[src/rtl/ppu_pkg.sv]
// Shared PPU pipeline types and constants.
package ppu_pkg;

  localparam int          SPRITE_FIFO_DEPTH  = 8;
  localparam logic [1:0]  TRANSPARENT_COLOUR = 2'h0;

  // One sprite pixel as held in the FIFO; prio is the BG-over-OBJ flag.
  typedef struct packed {
    logic [1:0] colour;
    logic       palette;
    logic       prio;
  } sprite_pixel_t;

endpackage

[src/rtl/sprite_pixel_fifo_merge.sv]
// Per-slot merge of an incoming sprite pixel into an occupied FIFO slot.
// Only instantiated when SPRITE_FIFO_MERGE_EN is defined.
module SpritePixelMerge
  import ppu_pkg::*;
(
  input  sprite_pixel_t stored,
  input  sprite_pixel_t incoming,
  input  logic          below_count,
  output sprite_pixel_t merged
);

  // Occupied slots keep the earlier sprite unless it is transparent and the
  // new pixel is opaque; free slots take the new pixel outright.
  always_comb begin
    merged = incoming;
    if (below_count) begin
      if ((stored.colour == TRANSPARENT_COLOUR) && (incoming.colour != TRANSPARENT_COLOUR))
        merged = incoming;
      else
        merged = stored;
    end
  end

endmodule

[src/rtl/sprite_pixel_fifo.sv]
// 8-slot sprite pixel FIFO feeding the BG/sprite mixer.
// Optional feature macro: SPRITE_FIFO_MERGE_EN (merge a row into a
// partially full FIFO). Without it such pushes are rejected and flagged.
module sprite_pixel_fifo
  import ppu_pkg::*;
#(
  parameter int DEPTH = SPRITE_FIFO_DEPTH
) (
  input  logic                  clk_in,
  input  logic                  rst_in,
  input  logic                  tclk_in,
  input  logic                  flush_in,
  input  logic                  valid_pixels_in,
  input  logic [DEPTH-1:0][1:0] pixels_in,
  input  logic                  dmg_pallete_in,
  input  logic                  sprite_priority_in,
  input  logic                  pop_in,
  output logic                  sprite_fifo_empty_out,
  output logic                  pixel_valid_out,
  output logic [1:0]            pixel_out,
  output logic                  pallete_out,
  output logic                  priority_out,
  output logic [3:0]            count_out,
  output logic                  dropped_push_out
);

  sprite_pixel_t slots    [DEPTH];
  sprite_pixel_t shifted  [DEPTH];
  sprite_pixel_t incoming [DEPTH];
  sprite_pixel_t push_row [DEPTH];
  logic [3:0]    count;
  logic [3:0]    post_count;
  logic          popped;
  logic          accept;
  logic          dropped;

  // Pop is applied first so a same-cycle push sees the shifted contents.
  always_comb begin
    popped     = pop_in && (count != 4'd0);
    post_count = count - {3'b000, popped};
    for (int i = 0; i < DEPTH - 1; i++)
      shifted[i] = popped ? slots[i+1] : slots[i];
    shifted[DEPTH-1] = popped ? sprite_pixel_t'('0) : slots[DEPTH-1];
  end

  for (genvar i = 0; i < DEPTH; i++) begin : g_slot
    assign incoming[i] = {pixels_in[i], dmg_pallete_in, sprite_priority_in};
`ifdef SPRITE_FIFO_MERGE_EN
    SpritePixelMerge u_merge (
      .stored      (shifted[i]),
      .incoming    (incoming[i]),
      .below_count (4'(i) < post_count),
      .merged      (push_row[i])
    );
`else
    assign push_row[i] = incoming[i];
`endif
  end

  // Decide whether this push lands; an empty FIFO always takes the row.
  always_comb begin
`ifdef SPRITE_FIFO_MERGE_EN
    accept = valid_pixels_in;
`else
    accept = valid_pixels_in && (post_count == 4'd0);
`endif
  end

  // State update on T-cycle enables: flush beats pop beats push.
  always_ff @(posedge clk_in or negedge rst_in) begin
    if (!rst_in) begin
      count   <= 4'd0;
      dropped <= 1'b0;
      for (int i = 0; i < DEPTH; i++) slots[i] <= '0;
    end else if (tclk_in) begin
      if (flush_in) begin
        count   <= 4'd0;
        dropped <= 1'b0;
        for (int i = 0; i < DEPTH; i++) slots[i] <= '0;
      end else begin
        count   <= accept ? 4'(DEPTH) : post_count;
        dropped <= valid_pixels_in && !accept;
        for (int i = 0; i < DEPTH; i++) slots[i] <= accept ? push_row[i] : shifted[i];
      end
    end
  end

  assign sprite_fifo_empty_out = (count == 4'd0);
  assign pixel_valid_out       = (count != 4'd0);
  assign pixel_out             = pixel_valid_out ? slots[0].colour  : 2'd0;
  assign pallete_out           = pixel_valid_out ? slots[0].palette : 1'b0;
  assign priority_out          = pixel_valid_out ? slots[0].prio    : 1'b0;
  assign count_out             = count;
  assign dropped_push_out      = dropped;

endmodule
[config.mk]
export PLATFORM = sky130hd
export DESIGN_NAME = sprite_pixel_fifo
export DESIGN_NICKNAME = d
export VERILOG_FILES = /design/src/rtl/ppu_pkg.sv /design/src/rtl/sprite_pixel_fifo_merge.sv /design/src/rtl/sprite_pixel_fifo.sv
export SDC_FILE = /design/constraint.sdc
export NUM_CORES = 1
export LEC_CHECK = 0
export CAP_MARGIN = 20
export CORE_ASPECT_RATIO = 2
export CORE_UTILIZATION = 45
export DETAILED_ROUTE_END_ITERATION = 8
export GPL_ROUTABILITY_DRIVEN = 0
export PLACE_DENSITY = 0.71
export SLEW_MARGIN = 20
export SYNTH_ARGS = -nofsm -noshare
export SYNTH_HDL_FRONTEND = slang
export SYNTH_SLANG_ARGS = --single-unit
[constraint.sdc]
create_clock -name clk_in -period 2.85 [get_ports clk_in]
set_clock_uncertainty 0.1 [all_clocks]
set_input_delay 0.57 -clock clk_in [delete_from_list [all_inputs] [get_ports clk_in]]
set_output_delay 0.57 -clock clk_in [all_outputs]
set_load 0.05 [all_outputs]
==> summary.md <==
| Metric | Value |
|---|---|
| Result of the run | finished, final reports clean |
| H-tree depth reported by CTS | 2 |
| Number of global-route vias before repair | 1689 |
| Final routed wirelength across all metal layers | 4410 um |
| Netlist Area Pre-Place | 1850 um2 |
| Area of the die | 4400 um2 |
| Final Cell Area | 2440 um2 |
| Total global-route track usage | 23.5% |
| Final Setup Violations | 0 |
| Number of iterations in the first detailed-routing pass | 4 |
| CTS Hold Bufs | 0 |
| Detailed router's first-iteration violation count | 43 |
| Required @ worst endpoint | 2.18 ns |
| Most frequent cell after synthesis | sky130_fd_sc_hd__dfrtp_1 |
| Cell type with the largest total area after synthesis | sky130_fd_sc_hd__dfrtp_1 |
| Count of buffers from port buffering | 34 |
| Synthesized flop and latch total | 37 |
| Number of core rows | 32 |
| Number of instances in the synthesized netlist | 174 |
| Placed instance area | 2300 um2 |
| Standby leakage power | 0.00109 uW |
| Detailed-route via count | 1547 |
| Worst vdd ir | 0.000778 V |
| Pin count of the biggest net entering global routing | 38 |
| Remaining max-slew budget at the tightest pin | 64.5% |
| Highest fanout seen on the critical path | 6 |
| Area contributors post-synth | sky130_fd_sc_hd__dfrtp_1, sky130_fd_sc_hd__a221o_1, sky130_fd_sc_hd__o221ai_1 |
| Per-cell routed wire length | 16.5 um |
| Final hold slack | 0.386 ns |
| Commonest cells in the synthesized netlist | sky130_fd_sc_hd__dfrtp_1, sky130_fd_sc_hd__inv_1, sky130_fd_sc_hd__nand2_1 |
| Via-per-instance ratio | 5.79 |
| Max-capacitance violation count | 0 |
| Critical Path, Cell by Cell | buf_4, nor4_4, nor2b_1, clkdlybuf4s50_1 |
| Fraction of final layout cells with drive strength greater than 1 | 13.9% |
| Global-route wire length before repair | 7380 um |
| Fraction of the cycle the final worst path needs | 97.4% |
| Die span in y | 92.8 um |
| Final critical-path setup slack | 0.0748 ns |
| Tot Pwr | 2790 uW |
| Worst slew pin tran | 0.531 ns |
| EDFF count, synth | 0 |
| Total I/O pin count | 35 |
| DP Wirelength | 3060 um |
| DRC errors left | 0 |
| Unrepaired setup endpoints after global routing | no |
| Max-slew violations | 0 |
| Starting Density | 47.7% |
| Startpoint types | flip-flop |
| Number of buffers added by the clock tree synthesis step | 5 |
| Number of sinks handled by clock tree synthesis | 37 |
| Worst skew pair latency | 0.30 ns |
| Initial antenna violation count | 0 |
| Core ar. | 3880 um2 |
| Post-synthesis net count | 200 |
| Worst hold stages | 1 |
| Nets | 241 |
| Width of the die | 47.4 um |
| Root buffer cell | sky130_fd_sc_hd__clkbuf_8 |
| Slowest library cell on the worst path | sky130_fd_sc_hd__clkdlybuf4s50_1 |
| Fraction of synthesized cell area taken by the top area cell type | 49.9% |
| Sum of overflow across all layers after global routing | 0 |
| Maximum clock frequency | 360 MHz |
| Signal arrival time at the worst endpoint | 2.11 ns |
| Distinct cells, synth | 36 |
| Time the worst path needs with I/O delays and setup | 2.78 ns |
| TritonCTS clock tree | built |
| Share of async-settable or async-resettable flops after synthesis | 100% |
| Antenna Nets Post-Route | 0 |
| Power per standard cell area | 1140 nW/um2 |
| Antenna Cells | 0 |
| Type of element capturing the critical path | output pin |
| CP Class | reg -> out |
| Utilization after layout | 62.9% |
| Post-CTS Setup Repair Bufs | 0 |
| Sequential area share after synthesis | 49.9% |
| Synthesis Warnings | 0 |
| Clock Pin Slew Worst Setup and Hold Paths | 0.08 ns |
| Path category of the worst min-delay check | reg -> reg |
| Worst Reg2Reg Path Length in Cells | 7 |
| Layout-stage area growth over the synthesis result | 31.8% |
| Clock Path Buffers | 2 |
| Hold Fails Final Rpt | 0 |
| Worst setup slack before clock tree synthesis | -0.00415 ns |
| Mean area per synthesized cell | 10.7 um2 |
| Most common flop cell mapped by yosys | sky130_fd_sc_hd__dfrtp_1 |
| Highest cell delay on the worst timing path | 0.72 ns |
-- worst max-delay path: cells and delay by family, from the launching register on --
kind                   cells  cell delay (ns)
buffers and inverters      2             0.89
and+or+nand+nor            2             0.52
DFF                        1             0.40
-- flip-flops by register name (all words and copies together), names as in the netlist --
name,flops
dropped_push_out,1
slots,32
count_out,4
-- through the flow --
step	instances	setup TNS [ns]
global placement	259	0
global route	267	0
finish	267	0
floorplan	174	0
detailed placement	259	-0.00415
CTS	267	0
-- logic make-up after synthesis --
kind of cell    synth area share, %
flops                          49.9
xor+xnor                       1.42
fa+ha+maj                      1.35
buf+inv                        8.43
simple gates                   11.7
compound gates                 27.2
-- layer usage --
layer	global-route usage, %	vias to the layer above	share of wire, %
li1	-	724	-
met1	25.0	773	39
met2	40.8	42	55
met3	5.07	8	3.5
met4	10.7	0	2.2
met5	0	-	0
-- report_power, final --
part | switching, uW | internal [uW] | total (uW)
Clock | 209 | 352 | 562
Combinational | 865 | 531 | 1400
Sequential | 131 | 697 | 828
-- layout make-up --
| cell class | instances | area [um2] |
|---|---|---|
| clock inverter | 3 | 68.8 |
| fill | 347 | 1440 |
| clock buffer | 5 | 68.8 |
| inverter | 20 | 75.1 |
| multi-input combinational | 104 | 787 |
| sequential | 37 | 927 |
| timing repair buffer | 47 | 453 |
| tap | 51 | 63.8 |
-- path summary, 6_finish.rpt --
check / startpoint / end / slack (ns)
max: count_out[2]$_DFFE_PN0P_ / priority_out / 0.07
min: slots[2]$_DFFE_PN0P_ / slots[2]$_DFFE_PN0P_ / 0.39
max reg2reg: count_out[3]$_DFFE_PN0P_ / slots[9]$_DFFE_PN0P_ / 0.17
min reg2reg: slots[2]$_DFFE_PN0P_ / slots[2]$_DFFE_PN0P_ / 0.39
max in group asynchronous: rst_in / count_out[3]$_DFFE_PN0P_ / 1.71
min in group asynchronous: rst_in / slots[11]$_DFFE_PN0P_ / 0.58
-- layout by cell type (no fill, tap or decap), drive strengths merged, types with 2 or more instances in the layout --
cell            n
o21a            2
o221ai         14
a221o          14
clkbuf          5
and2            2
dfrtp          37
dlymetal6s2s    2
nand2b          3
or3             2
nor4            4
a21oi           2
ha              2
xnor2           2
nand2          18
nor2b           3
nor2            3
bufinv          2
a21o            5
inv            21
o21ai           4
clkdlybuf4s50  31
o211ai         14
buf            14
nand3           2
-- repair_timing --
item                                    in CTS  in global routing
endpoints found under the setup margin       0                  2
resized for setup                            0                  2
endpoints found under the hold margin        0                  0
Power figures use the tool's default switching activity.
